===== src/rtl/fwd_hazard_if.sv =====
// rtl/fwd_hazard_if.sv - DC/EX operand bus between the pipeline and the forwarding hazard unit
interface fwd_hazard_if #(
  parameter int WIDTH = 32,
  parameter int REGS  = 32,
  parameter int DEPTH = 3
);
  localparam int RW = $clog2(REGS);
  localparam int SW = $clog2(DEPTH + 1);

  logic                   issueValid;
  logic                   issueWrites;
  logic                   issueIsLoad;
  logic [RW-1:0]          issueRd;
  logic [RW-1:0]          rs1;
  logic [RW-1:0]          rs2;
  logic                   rs1Used;
  logic                   rs2Used;
  logic [WIDTH-1:0]       rf1;
  logic [WIDTH-1:0]       rf2;
  logic [DEPTH*WIDTH-1:0] stageResult;
  logic                   memStall;
  logic                   flush;
  logic                   stallOut;
  logic [SW-1:0]          fwd1Sel;
  logic [SW-1:0]          fwd2Sel;
  logic [WIDTH-1:0]       op1;
  logic [WIDTH-1:0]       op2;
  logic [31:0]            stallCycles;

  // pipeline side: presents the DC instruction and stage results
  modport master (
    output issueValid, issueWrites, issueIsLoad, issueRd, rs1, rs2, rs1Used, rs2Used,
           rf1, rf2, stageResult, memStall, flush,
    input  stallOut, fwd1Sel, fwd2Sel, op1, op2, stallCycles
  );

  // hazard unit side
  modport slave (
    input  issueValid, issueWrites, issueIsLoad, issueRd, rs1, rs2, rs1Used, rs2Used,
           rf1, rf2, stageResult, memStall, flush,
    output stallOut, fwd1Sel, fwd2Sel, op1, op2, stallCycles
  );
endinterface


===== src/rtl/fwd_hazard_unit.sv =====
// rtl/fwd_hazard_unit.sv - in-flight writer tracking with EX/MM/WB bypass; HAZ_FWD_EN enables forwarding
module fwd_hazard_unit #(
  parameter int WIDTH            = 32,
  parameter int REGS             = 32,
  parameter int DEPTH            = 3,
  parameter int LOAD_READY_STAGE = 2
) (
  input  logic        clk,
  input  logic        rst_n,
  fwd_hazard_if.slave bus
);
  localparam int RW = $clog2(REGS);
  localparam int SW = $clog2(DEPTH + 1);

  // entry k describes the instruction currently in stage k (0=EX)
  logic [DEPTH-1:0]         tab_valid;
  logic [DEPTH-1:0][RW-1:0] tab_rd;
  logic [DEPTH-1:0]         tab_load;
  logic [31:0]              stall_cnt;

  logic [RW-1:0]    src_rs   [2];
  logic             src_used [2];
  logic [WIDTH-1:0] src_rf   [2];
  logic [SW-1:0]    src_sel  [2];
  logic [WIDTH-1:0] src_op   [2];
  logic             src_haz  [2];
  logic             stall;

  assign src_rs[0]   = bus.rs1;
  assign src_rs[1]   = bus.rs2;
  assign src_used[0] = bus.rs1Used;
  assign src_used[1] = bus.rs2Used;
  assign src_rf[0]   = bus.rf1;
  assign src_rf[1]   = bus.rf2;

  // per-source lookup: youngest matching writer decides forward or hazard
  always_comb begin : lookup_comb
    logic hit;
    for (int s = 0; s < 2; s++) begin
      hit        = 1'b0;
      src_sel[s] = '0;
      src_haz[s] = 1'b0;
      src_op[s]  = (src_rs[s] == '0) ? '0 : src_rf[s];
      if (src_used[s] && (src_rs[s] != '0)) begin
        for (int k = 0; k < DEPTH; k++) begin
          if (!hit && tab_valid[k] && (tab_rd[k] == src_rs[s])) begin
            hit = 1'b1;
`ifdef HAZ_FWD_EN
            if (!tab_load[k] || (k >= LOAD_READY_STAGE)) begin
              src_sel[s] = SW'(k + 1);
              src_op[s]  = bus.stageResult[k*WIDTH +: WIDTH];
            end else begin
              src_haz[s] = 1'b1;
            end
`else
            src_haz[s] = 1'b1;
`endif
          end
        end
      end
    end
  end

`ifndef HAZ_FWD_EN
  // without forwarding, load flags and stage results never reach the outputs
  localparam int lrs_unused = LOAD_READY_STAGE;
  logic unused_fwd;
  assign unused_fwd = ^{bus.stageResult, tab_load};
`endif

  // a squashed DC instruction never stalls
  assign stall = bus.issueValid & ~bus.flush & (src_haz[0] | src_haz[1]);

  assign bus.stallOut    = stall;
  assign bus.fwd1Sel     = src_sel[0];
  assign bus.fwd2Sel     = src_sel[1];
  assign bus.op1         = src_op[0];
  assign bus.op2         = src_op[1];
  assign bus.stallCycles = stall_cnt;

  // advance the tracking table with the pipeline; stall/flush enter a bubble
  always_ff @(posedge clk or negedge rst_n) begin
    if (!rst_n) begin
      tab_valid <= '0;
      tab_rd    <= '0;
      tab_load  <= '0;
    end else if (!bus.memStall) begin
      for (int k = DEPTH - 1; k > 0; k--) begin
        tab_valid[k] <= tab_valid[k-1];
        tab_rd[k]    <= tab_rd[k-1];
        tab_load[k]  <= tab_load[k-1];
      end
      tab_valid[0] <= bus.issueValid & bus.issueWrites & (bus.issueRd != '0) & ~stall & ~bus.flush;
      tab_rd[0]    <= bus.issueRd;
      tab_load[0]  <= bus.issueIsLoad;
    end
  end

  // saturating count of stall cycles, frozen while MM is stalled
  always_ff @(posedge clk or negedge rst_n) begin
    if (!rst_n) begin
      stall_cnt <= '0;
    end else if (stall && !bus.memStall && (stall_cnt != 32'hFFFF_FFFF)) begin
      stall_cnt <= stall_cnt + 32'd1;
    end
  end
endmodule


===== src/flat_wrapper.sv =====
// flat-port wrapper written by rule: the top's interface ports become plain ports
module fwd_hazard_unit_flat 
#(
  parameter int WIDTH            = 32,
  parameter int REGS             = 32,
  parameter int DEPTH            = 3,
  parameter int LOAD_READY_STAGE = 2
)
  (clk, rst_n, bus_issueValid, bus_issueWrites, bus_issueIsLoad, bus_issueRd, bus_rs1, bus_rs2, bus_rs1Used, bus_rs2Used, bus_rf1, bus_rf2, bus_stageResult, bus_memStall, bus_flush, bus_stallOut, bus_fwd1Sel, bus_fwd2Sel, bus_op1, bus_op2, bus_stallCycles);
  fwd_hazard_if #(.WIDTH(WIDTH), .REGS(REGS), .DEPTH(DEPTH)) bus_i ();
  input  logic clk;
  input  logic rst_n;
  input wire logic [$bits(bus_i.issueValid)-1:0] bus_issueValid;
  input wire logic [$bits(bus_i.issueWrites)-1:0] bus_issueWrites;
  input wire logic [$bits(bus_i.issueIsLoad)-1:0] bus_issueIsLoad;
  input wire logic [$bits(bus_i.issueRd)-1:0] bus_issueRd;
  input wire logic [$bits(bus_i.rs1)-1:0] bus_rs1;
  input wire logic [$bits(bus_i.rs2)-1:0] bus_rs2;
  input wire logic [$bits(bus_i.rs1Used)-1:0] bus_rs1Used;
  input wire logic [$bits(bus_i.rs2Used)-1:0] bus_rs2Used;
  input wire logic [$bits(bus_i.rf1)-1:0] bus_rf1;
  input wire logic [$bits(bus_i.rf2)-1:0] bus_rf2;
  input wire logic [$bits(bus_i.stageResult)-1:0] bus_stageResult;
  input wire logic [$bits(bus_i.memStall)-1:0] bus_memStall;
  input wire logic [$bits(bus_i.flush)-1:0] bus_flush;
  output wire logic [$bits(bus_i.stallOut)-1:0] bus_stallOut;
  output wire logic [$bits(bus_i.fwd1Sel)-1:0] bus_fwd1Sel;
  output wire logic [$bits(bus_i.fwd2Sel)-1:0] bus_fwd2Sel;
  output wire logic [$bits(bus_i.op1)-1:0] bus_op1;
  output wire logic [$bits(bus_i.op2)-1:0] bus_op2;
  output wire logic [$bits(bus_i.stallCycles)-1:0] bus_stallCycles;
  assign bus_i.issueValid = bus_issueValid;
  assign bus_i.issueWrites = bus_issueWrites;
  assign bus_i.issueIsLoad = bus_issueIsLoad;
  assign bus_i.issueRd = bus_issueRd;
  assign bus_i.rs1 = bus_rs1;
  assign bus_i.rs2 = bus_rs2;
  assign bus_i.rs1Used = bus_rs1Used;
  assign bus_i.rs2Used = bus_rs2Used;
  assign bus_i.rf1 = bus_rf1;
  assign bus_i.rf2 = bus_rf2;
  assign bus_i.stageResult = bus_stageResult;
  assign bus_i.memStall = bus_memStall;
  assign bus_i.flush = bus_flush;
  assign bus_stallOut = bus_i.stallOut;
  assign bus_fwd1Sel = bus_i.fwd1Sel;
  assign bus_fwd2Sel = bus_i.fwd2Sel;
  assign bus_op1 = bus_i.op1;
  assign bus_op2 = bus_i.op2;
  assign bus_stallCycles = bus_i.stallCycles;
  fwd_hazard_unit #(.WIDTH(WIDTH), .REGS(REGS), .DEPTH(DEPTH), .LOAD_READY_STAGE(LOAD_READY_STAGE)) u_core (.clk(clk), .rst_n(rst_n), .bus(bus_i));
endmodule

===== config.mk =====
export PLATFORM = sky130hd
export DESIGN_NAME = fwd_hazard_unit_flat
export DESIGN_NICKNAME = d
export VERILOG_FILES = /design/src/rtl/fwd_hazard_if.sv /design/src/rtl/fwd_hazard_unit.sv /design/src/flat_wrapper.sv
export SDC_FILE = /design/constraint.sdc
export NUM_CORES = 1
export LEC_CHECK = 0
export ABC_AREA = 1
export CORE_AREA = 2 2 112 114
export CTS_CLUSTER_SIZE = 14
export DETAILED_ROUTE_END_ITERATION = 6
export DIE_AREA = 0 0 114 116
export PLACE_DENSITY = 0.78
export SLEW_MARGIN = 20
export SYNTH_ARGS = -nofsm -noshare
export SYNTH_HDL_FRONTEND = slang
export SYNTH_SLANG_ARGS = --single-unit

===== constraint.sdc =====
create_clock -name clk -period 2.6 [get_ports clk]
set_clock_uncertainty 0.2 [all_clocks]
set_input_delay 0.52 -clock clk [delete_from_list [all_inputs] [get_ports clk]]
set_output_delay 0.52 -clock clk [all_outputs]
set_load 0.01 [all_outputs]

==> reports/summary.txt, run 1 <==
FINAL LAYOUT
------------------------------------------------------------------------------------------
Final Instance Count excl. Fillers ..........................................        1,017
Fraction of final layout cells sized beyond drive strength 1 ................      0.06092
Cell area after layout ......................................................    6156 um^2
Layout overhead on the synthesized area .....................................       54.33%
Core utilization of the finished layout .....................................       0.5168
Diode count .................................................................            0
Number of nets at the end of the flow .......................................        1,054

CLOCKING
------------------------------------------------------------------------------------------
Root Buffer Master ..........................................................    clkbuf_16
Number of clock sinks .......................................................           50
Clock edge transition at the registers on the reported setup and hold paths .      0.07 ns
Source-to-sink clock delay at the later pin of the worst-skew pair ..........      0.30 ns
TritonCTS clock tree ........................................................          yes
Buffer depth of the longest clock path ......................................            2
H-tree level count ..........................................................            2
Number of clock buffers inserted by TritonCTS ...............................            5

DRT
------------------------------------------------------------------------------------------
Total Routed Length .........................................................    13,500 um
Met3 routed wirelength ......................................................      1053 um
Highest metal used ..........................................................         met4
Total via count after detailed routing ......................................        4,751
Met2 wire length ............................................................      6768 um
Post-route ant nets .........................................................            0
Post-Route M1 WL ............................................................      5456 um
DR pass1 iterations .........................................................            4
Average wire per cell in the routed design ..................................     13.27 um
First DRT Iteration DRCs ....................................................          245
Number of vias per cell after detailed routing ..............................        4.672
DRC errors left .............................................................            0

WORST SETUP PATH
------------------------------------------------------------------------------------------
Cell with the biggest individual delay on the critical path ................. dlygate4sd2_1
Data arrival time of the worst path .........................................      1.84 ns
Cells traversed along the worst timing path ................................. dlygate4sd2_1 -> buf_4 -> nand2_1 -> nand2_1 -> nor2_2 -> nand3_1 -> nand3_1 -> nand2_2 -> nand2_2 -> nand2_1 -> inv_1 -> clkdlybuf4s15_2
Required time of the critical path ..........................................      1.88 ns
Delay of the slowest cell on the worst path .................................      0.27 ns
Dominant cell type by count on the critical path ............................      nand2_1
Category of the most critical setup path .................................... input pin to output pin
CP Launch Type ..............................................................    input pin
Type of destination of the critical path ....................................   output pin
Largest fanout on the critical path .........................................            4

PLACED DESIGN
------------------------------------------------------------------------------------------
Standard cell area after detailed placement .................................    6027 um^2
Half-perimeter wire length after detailed placement .........................    10,390 um
Total placed cells including tap cells ......................................        1,008
Buffers added on ports ......................................................          183
Pre-CTS setup slack .........................................................   -0.5133 ns
Global placer's final weighted congestion ...................................       0.9338

SYNTHESIS
------------------------------------------------------------------------------------------
Leading cell type by number of instances after synthesis ....................      nand2_1
Cell taking the most area after synthesis ...................................      dfrtp_1
Main flop type after synthesis ..............................................      dfrtp_1
Total of flip-flops plus latches after synthesis ............................           50
Cells after Synth ...........................................................          683
Ranking of synthesized cells by area ........................................ dfrtp_1, nand2_1, inv_1, nand4_1, nor2_1
Mean instance size in the synthesized netlist ...............................   5.840 um^2
Async set-or-reset flop fraction in the synthesized netlist .................        1.000
Number of enable flip-flop cells after synthesis ............................            0
Fraction of the yosys area taken by sequential cells ........................       0.3137
Most frequent cells after synthesis ......................................... nand2_1, inv_1, nor2_1
Number of distinct library cells after synthesis ............................           23
Count of yosys warnings during synthesis ....................................            0
Proportion of netlist area held by the largest area contributor .............       0.3137
Area of the mapped netlist ..................................................    3989 um^2

TIMING
------------------------------------------------------------------------------------------
Final Hold Vio Count ........................................................            0
Final worst setup slack .....................................................   0.04459 ns
Maximum clock frequency .....................................................    391.3 MHz
# setup viols final .........................................................            0
Shortest period the worst path allows .......................................     2.555 ns
Transition time at the pin with the least slew margin .......................    0.6619 ns
Worst Hold Margin ...........................................................    0.1384 ns
Headroom to the max-slew limit ..............................................       0.5588
Period Utilization, post-route ..............................................       0.9828
Number of pins exceeding their max-slew limit in the final report ...........            0
Unrepaired setup endpoints after global routing .............................         true
Setup TNS ...................................................................         0 ns

GLOBAL ROUTE
------------------------------------------------------------------------------------------
GRT Overall Usage ...........................................................       0.1952
Initial antenna violation count .............................................            0
Number of global-route vias before repair ...................................        4,278
Pin count of the biggest net entering global routing ........................           51
First-pass GRT wire length ..................................................    20,890 um
Grt total ovfl ..............................................................            0

DIE
------------------------------------------------------------------------------------------
Core Region .................................................................  11,910 um^2
Starting density of the core ................................................       0.3349
Die area ....................................................................  13,220 um^2
Die boundary height .........................................................       116 um
Top-level port count ........................................................          285
Die Width ...................................................................       114 um
Number of rows created at floorplan .........................................           40

PWR
------------------------------------------------------------------------------------------
Cell area power density ..................................................... 331.4 nW/um^2
Power consumption ...........................................................     2.040 mW
Worst vdd ir ................................................................     217.5 uV
Static Leak .................................................................     3.413 nW

HOLD PATH
------------------------------------------------------------------------------------------
Class of the worst hold path ................................................ input pin to asynchronous set/reset pin

RUN STATUS
------------------------------------------------------------------------------------------
Run status .................................................................. complete, no violations

FLOW RUN
------------------------------------------------------------------------------------------
Maximum capacitance violations ..............................................            0

-- state kept, by name, indices dropped and copies added, names as in the netlist --
signal	cells
u_core.tab_valid	3
u_core.tab_rd	15
u_core.bus.stallCycles	32
-- power by group --
part           switching (mW)  internal [mW]
combinational           0.258          0.259
sequential             0.0343          0.810
clock                   0.297          0.382
-- final timing paths --
check | slack (ns) | startpoint | to | depth (start not counted)
hold / removal | 0.14 | rst_n | u_core.bus.stallCycles[6] | 2
setup reg to reg | 0.27 | u_core.bus.stallCycles[1] | u_core.bus.stallCycles[16] | 12
min in group clk | 0.35 | u_core.tab_rd[4] | u_core.tab_rd[4] | 2
hold reg to reg | 0.35 | u_core.tab_rd[4] | u_core.tab_rd[4] | 2
setup / recovery | 0.04 | bus_rs2[4] | bus_stallOut | 12
max in group asynchronous | 1.62 | rst_n | u_core.bus.stallCycles[16] | 2
-- routing by layer --
| metal | global-route usage | vias up |
|---|---|---|
| li1 | - | 2435 |
| met1 | 0.2367 | 2113 |
| met5 | 0 | - |
| met3 | 0.04236 | 23 |
| met2 | 0.3536 | 180 |
| met4 | 0.04715 | 0 |
-- final cells by class --
class / instances / area, um^2
inverters: 112 / 420.4
clock inverters: 2 / 12.51
multi-input cells: 498 / 2226
flip-flops and latches: 50 / 1251
fillers: 1233 / 5756
clock buffers: 6 / 138.9
well taps: 147 / 183.9
repair buffers: 202 / 1923
-- what timing repair did --
action	in CTS	in global routing
hold endpoints to repair	0	0
pin swaps	1	3
resized for setup	93	14
setup buffers	1	0
hold buffers	0	0
endpoints found under the setup margin	65	46
-- layout by cell type, fill, tap and decap left out, types with 10 or more instances in the layout --
cell type	synthesis	final
nand3_1	17	15
clkdlybuf4s50_1	0	107
inv_1	109	105
dfrtp_1	50	50
buf_4	4	14
xor2_1	10	10
nand3b_1	10	10
nand4_1	42	42
nand2_1	309	308
o21ai_0	20	20
dlygate4sd2_1	0	61
nor2_1	66	61
-- critical path, delay by kind of cell --
| family | cells | cell delay, ns |
|---|---|---|
| buffers and inverters | 4 | 0.69 |
| and+or+nand+nor | 8 | 0.63 |
-- logic make-up after synthesis --
kind of cell,Yosys count,share of synthesized area
simple gates,454,0.4749
buf+inv,138,0.1421
flops,50,0.3137
compound gates,22,0.02792
xor+xnor,17,0.03733
fa+ha+maj,1,0.003136
other cells,1,0.0009401
Power figures use the tool's default switching activity.
==> run 2, diff against run 1 <==
--- a/config.mk
+++ b/config.mk
@@ -10,6 +10,7 @@
 export CTS_CLUSTER_SIZE = 14
 export DETAILED_ROUTE_END_ITERATION = 6
 export DIE_AREA = 0 0 114 116
+export GPL_TIMING_DRIVEN = 0
 export PLACE_DENSITY = 0.78
 export SLEW_MARGIN = 20
 export SYNTH_ARGS = -nofsm -noshare
==> run 2 against run 1 <==
Worst setup slack improved by 0.090 ns; global-route usage rose by 1.6 points; first-iteration DRC count rose by 16%; critical endpoint is now bus_op1[8]; register-to-register slack improved by 0.02 ns; largest cell class unchanged.
==> reports/summary.txt, run 2 (synthesis gave the netlist of run 1 again) <==
RUN STATUS
------------------------------------------------------------------------------------------
Run status .................................................................. complete, no violations

FLOW RUN
------------------------------------------------------------------------------------------
Maximum capacitance violations ..............................................            0

PLACED DESIGN
------------------------------------------------------------------------------------------
Pre-CTS setup slack .........................................................   -0.9011 ns
Global placer's final weighted congestion ...................................       0.9362
Half-perimeter wire length after detailed placement .........................    11,050 um
Total placed cells including tap cells ......................................        1,016
Buffers added on ports ......................................................          183

GLOBAL ROUTE
------------------------------------------------------------------------------------------
Initial antenna violation count .............................................            0
Pin count of the biggest net entering global routing ........................           51
Number of global-route vias before repair ...................................        4,550
First-pass GRT wire length ..................................................    22,470 um
Grt total ovfl ..............................................................            0
GRT Overall Usage ...........................................................       0.2115

CLOCKING
------------------------------------------------------------------------------------------
Buffer depth of the longest clock path ......................................            2
Root Buffer Master ..........................................................    clkbuf_16
Source-to-sink clock delay at the later pin of the worst-skew pair ..........      0.29 ns
H-tree level count ..........................................................            2
TritonCTS clock tree ........................................................          yes
Clock edge transition at the registers on the reported setup and hold paths .      0.07 ns
Number of clock buffers inserted by TritonCTS ...............................            5
Number of clock sinks .......................................................           50
Number of hold-repair buffers added at the cts stage ........................            0

TIMING
------------------------------------------------------------------------------------------
Worst Hold Margin ...........................................................   0.05108 ns
Number of pins exceeding their max-slew limit in the final report ...........            0
Headroom to the max-slew limit ..............................................       0.5728
Final Hold Vio Count ........................................................            0
Transition time at the pin with the least slew margin .......................    0.6407 ns
Shortest period the worst path allows .......................................     2.466 ns
Final worst setup slack .....................................................    0.1344 ns
Period Utilization, post-route ..............................................       0.9483
Unrepaired setup endpoints after global routing .............................        false
# setup viols final .........................................................            0
Maximum clock frequency .....................................................    405.6 MHz

WORST SETUP PATH
------------------------------------------------------------------------------------------
Delay of the slowest cell on the worst path .................................      0.29 ns
Required time of the critical path ..........................................      1.88 ns
CP Launch Type ..............................................................    input pin
Cell with the biggest individual delay on the critical path ................. dlygate4sd2_1
Type of destination of the critical path ....................................   output pin
Data arrival time of the worst path .........................................      1.75 ns
Cells traversed along the worst timing path ................................. buf_2 -> nor3_4 -> nand3_4 -> clkbuf_8 -> buf_4 -> nand2_1 -> inv_1 -> dlygate4sd2_1
Largest fanout on the critical path .........................................            7
Start of the worst register-to-register path ................................ u_core.bus.stallCycles[0]
Category of the most critical setup path .................................... input pin to output pin
Source of the critical timing path ..........................................   bus_rs1[4]

HOLD PATH
------------------------------------------------------------------------------------------
Class of the worst hold path ................................................ input pin to asynchronous set/reset pin

FINAL LAYOUT
------------------------------------------------------------------------------------------
Flip-flop count of the largest register after layout ........................           32
Core utilization of the finished layout .....................................       0.5327
Fraction of final layout cells sized beyond drive strength 1 ................      0.09274
Most common cell after layout, fill and taps aside ..........................      nand2_1
Layout overhead on the synthesized area .....................................       59.07%
Number of nets at the end of the flow .......................................        1,079
Diode count .................................................................            0
Commonest cells after routing, fill and taps aside .......................... nand2_1, clkdlybuf4s50_1, inv_1, dlygate4sd2_1, nor2_1
Final Instance Count excl. Fillers ..........................................        1,042
Fill cell instance count of the final layout ................................        1,224

DRT
------------------------------------------------------------------------------------------
Total via count after detailed routing ......................................        4,861
DRC errors left .............................................................            0
Total Routed Length .........................................................    14,370 um
Number of vias per cell after detailed routing ..............................        4.665
Average wire per cell in the routed design ..................................     13.79 um
First DRT Iteration DRCs ....................................................          285
Post-route ant nets .........................................................            0
DR pass1 iterations .........................................................            4

PWR
------------------------------------------------------------------------------------------
Static Leak .................................................................     3.525 nW
Worst vdd ir ................................................................     279.6 uV
Cell area power density ..................................................... 326.6 nW/um^2

DIE
------------------------------------------------------------------------------------------
Die area ....................................................................  13,220 um^2
Die Width ...................................................................       114 um
Die boundary height .........................................................       116 um
Starting density of the core ................................................       0.3349
Top-level port count ........................................................          285
Number of rows created at floorplan .........................................           40
Core Region .................................................................  11,910 um^2

-- run 2: path summary, 6_finish.rpt --
check                                            end  slack [ns]  cells after the start
setup reg to reg           u_core.bus.stallCycles[0]        0.29                     12
hold / removal             u_core.bus.stallCycles[5]        0.05                      1
setup / recovery                          bus_op1[8]        0.13                      8
max in group asynchronous           u_core.tab_rd[3]        1.72                      1
hold reg to reg                    u_core.tab_rd[14]        0.34                      2
min in group clk                   u_core.tab_rd[14]        0.34                      2
-- run 2: metal layers --
| metal | track usage | wire length [um] | vias to the layer above |
|---|---|---|---|
| met2 | 0.3782 | 7179 | 164 |
| met4 | 0.07154 | 334 | 0 |
| met5 | 0 | 0 | - |
| met3 | 0.03975 | 938 | 29 |
| met1 | 0.2561 | 5915 | 2176 |
| li1 | - | - | 2492 |
-- run 2: final cells by class --
cell class / instances / area (um^2) / area share
inverter: 112 / 420.4 / 0.06626
multi-input combinational: 498 / 2257 / 0.3557
clock buffer: 7 / 152.6 / 0.02406
sequential: 50 / 1251 / 0.1972
buffer: 26 / 212.7 / 0.03352
timing repair buffer: 201 / 1858 / 0.2928
clock inverter: 1 / 8.758 / 0.001380
tap: 147 / 183.9 / 0.02899
-- run 2: where the power goes --
part           total (mW)  switching, mW  internal, mW
registers           0.853         0.0422         0.810
logic               0.522          0.260         0.262
clock network       0.698          0.287         0.411
total                2.07          0.588          1.48
-- run 2: stage by stage --
step                      instance area, um^2  TNS (ns)  power [mW]
final                                    6345         0       2.072
after global routing                     6345         0       2.185
after CTS                                6350   -0.8757       2.082
after detailed placement                 6013    -41.95       1.410
after global placement                   6016    -73.11       1.402
after floorplan                          4000         0       1.077
-- run 2: worst max-delay path: cells and delay by family --
family	cells	cell delay, ns
buf+inv	5	0.80
simple gates	3	0.43
-- run 2: timing repair --
item / in CTS / in global routing
pin swaps: 4 / 4
gates cloned: 3 / 0
setup buffers: 12 / 3
gates resized for setup: 122 / 30
setup endpoints to repair: 65 / 41
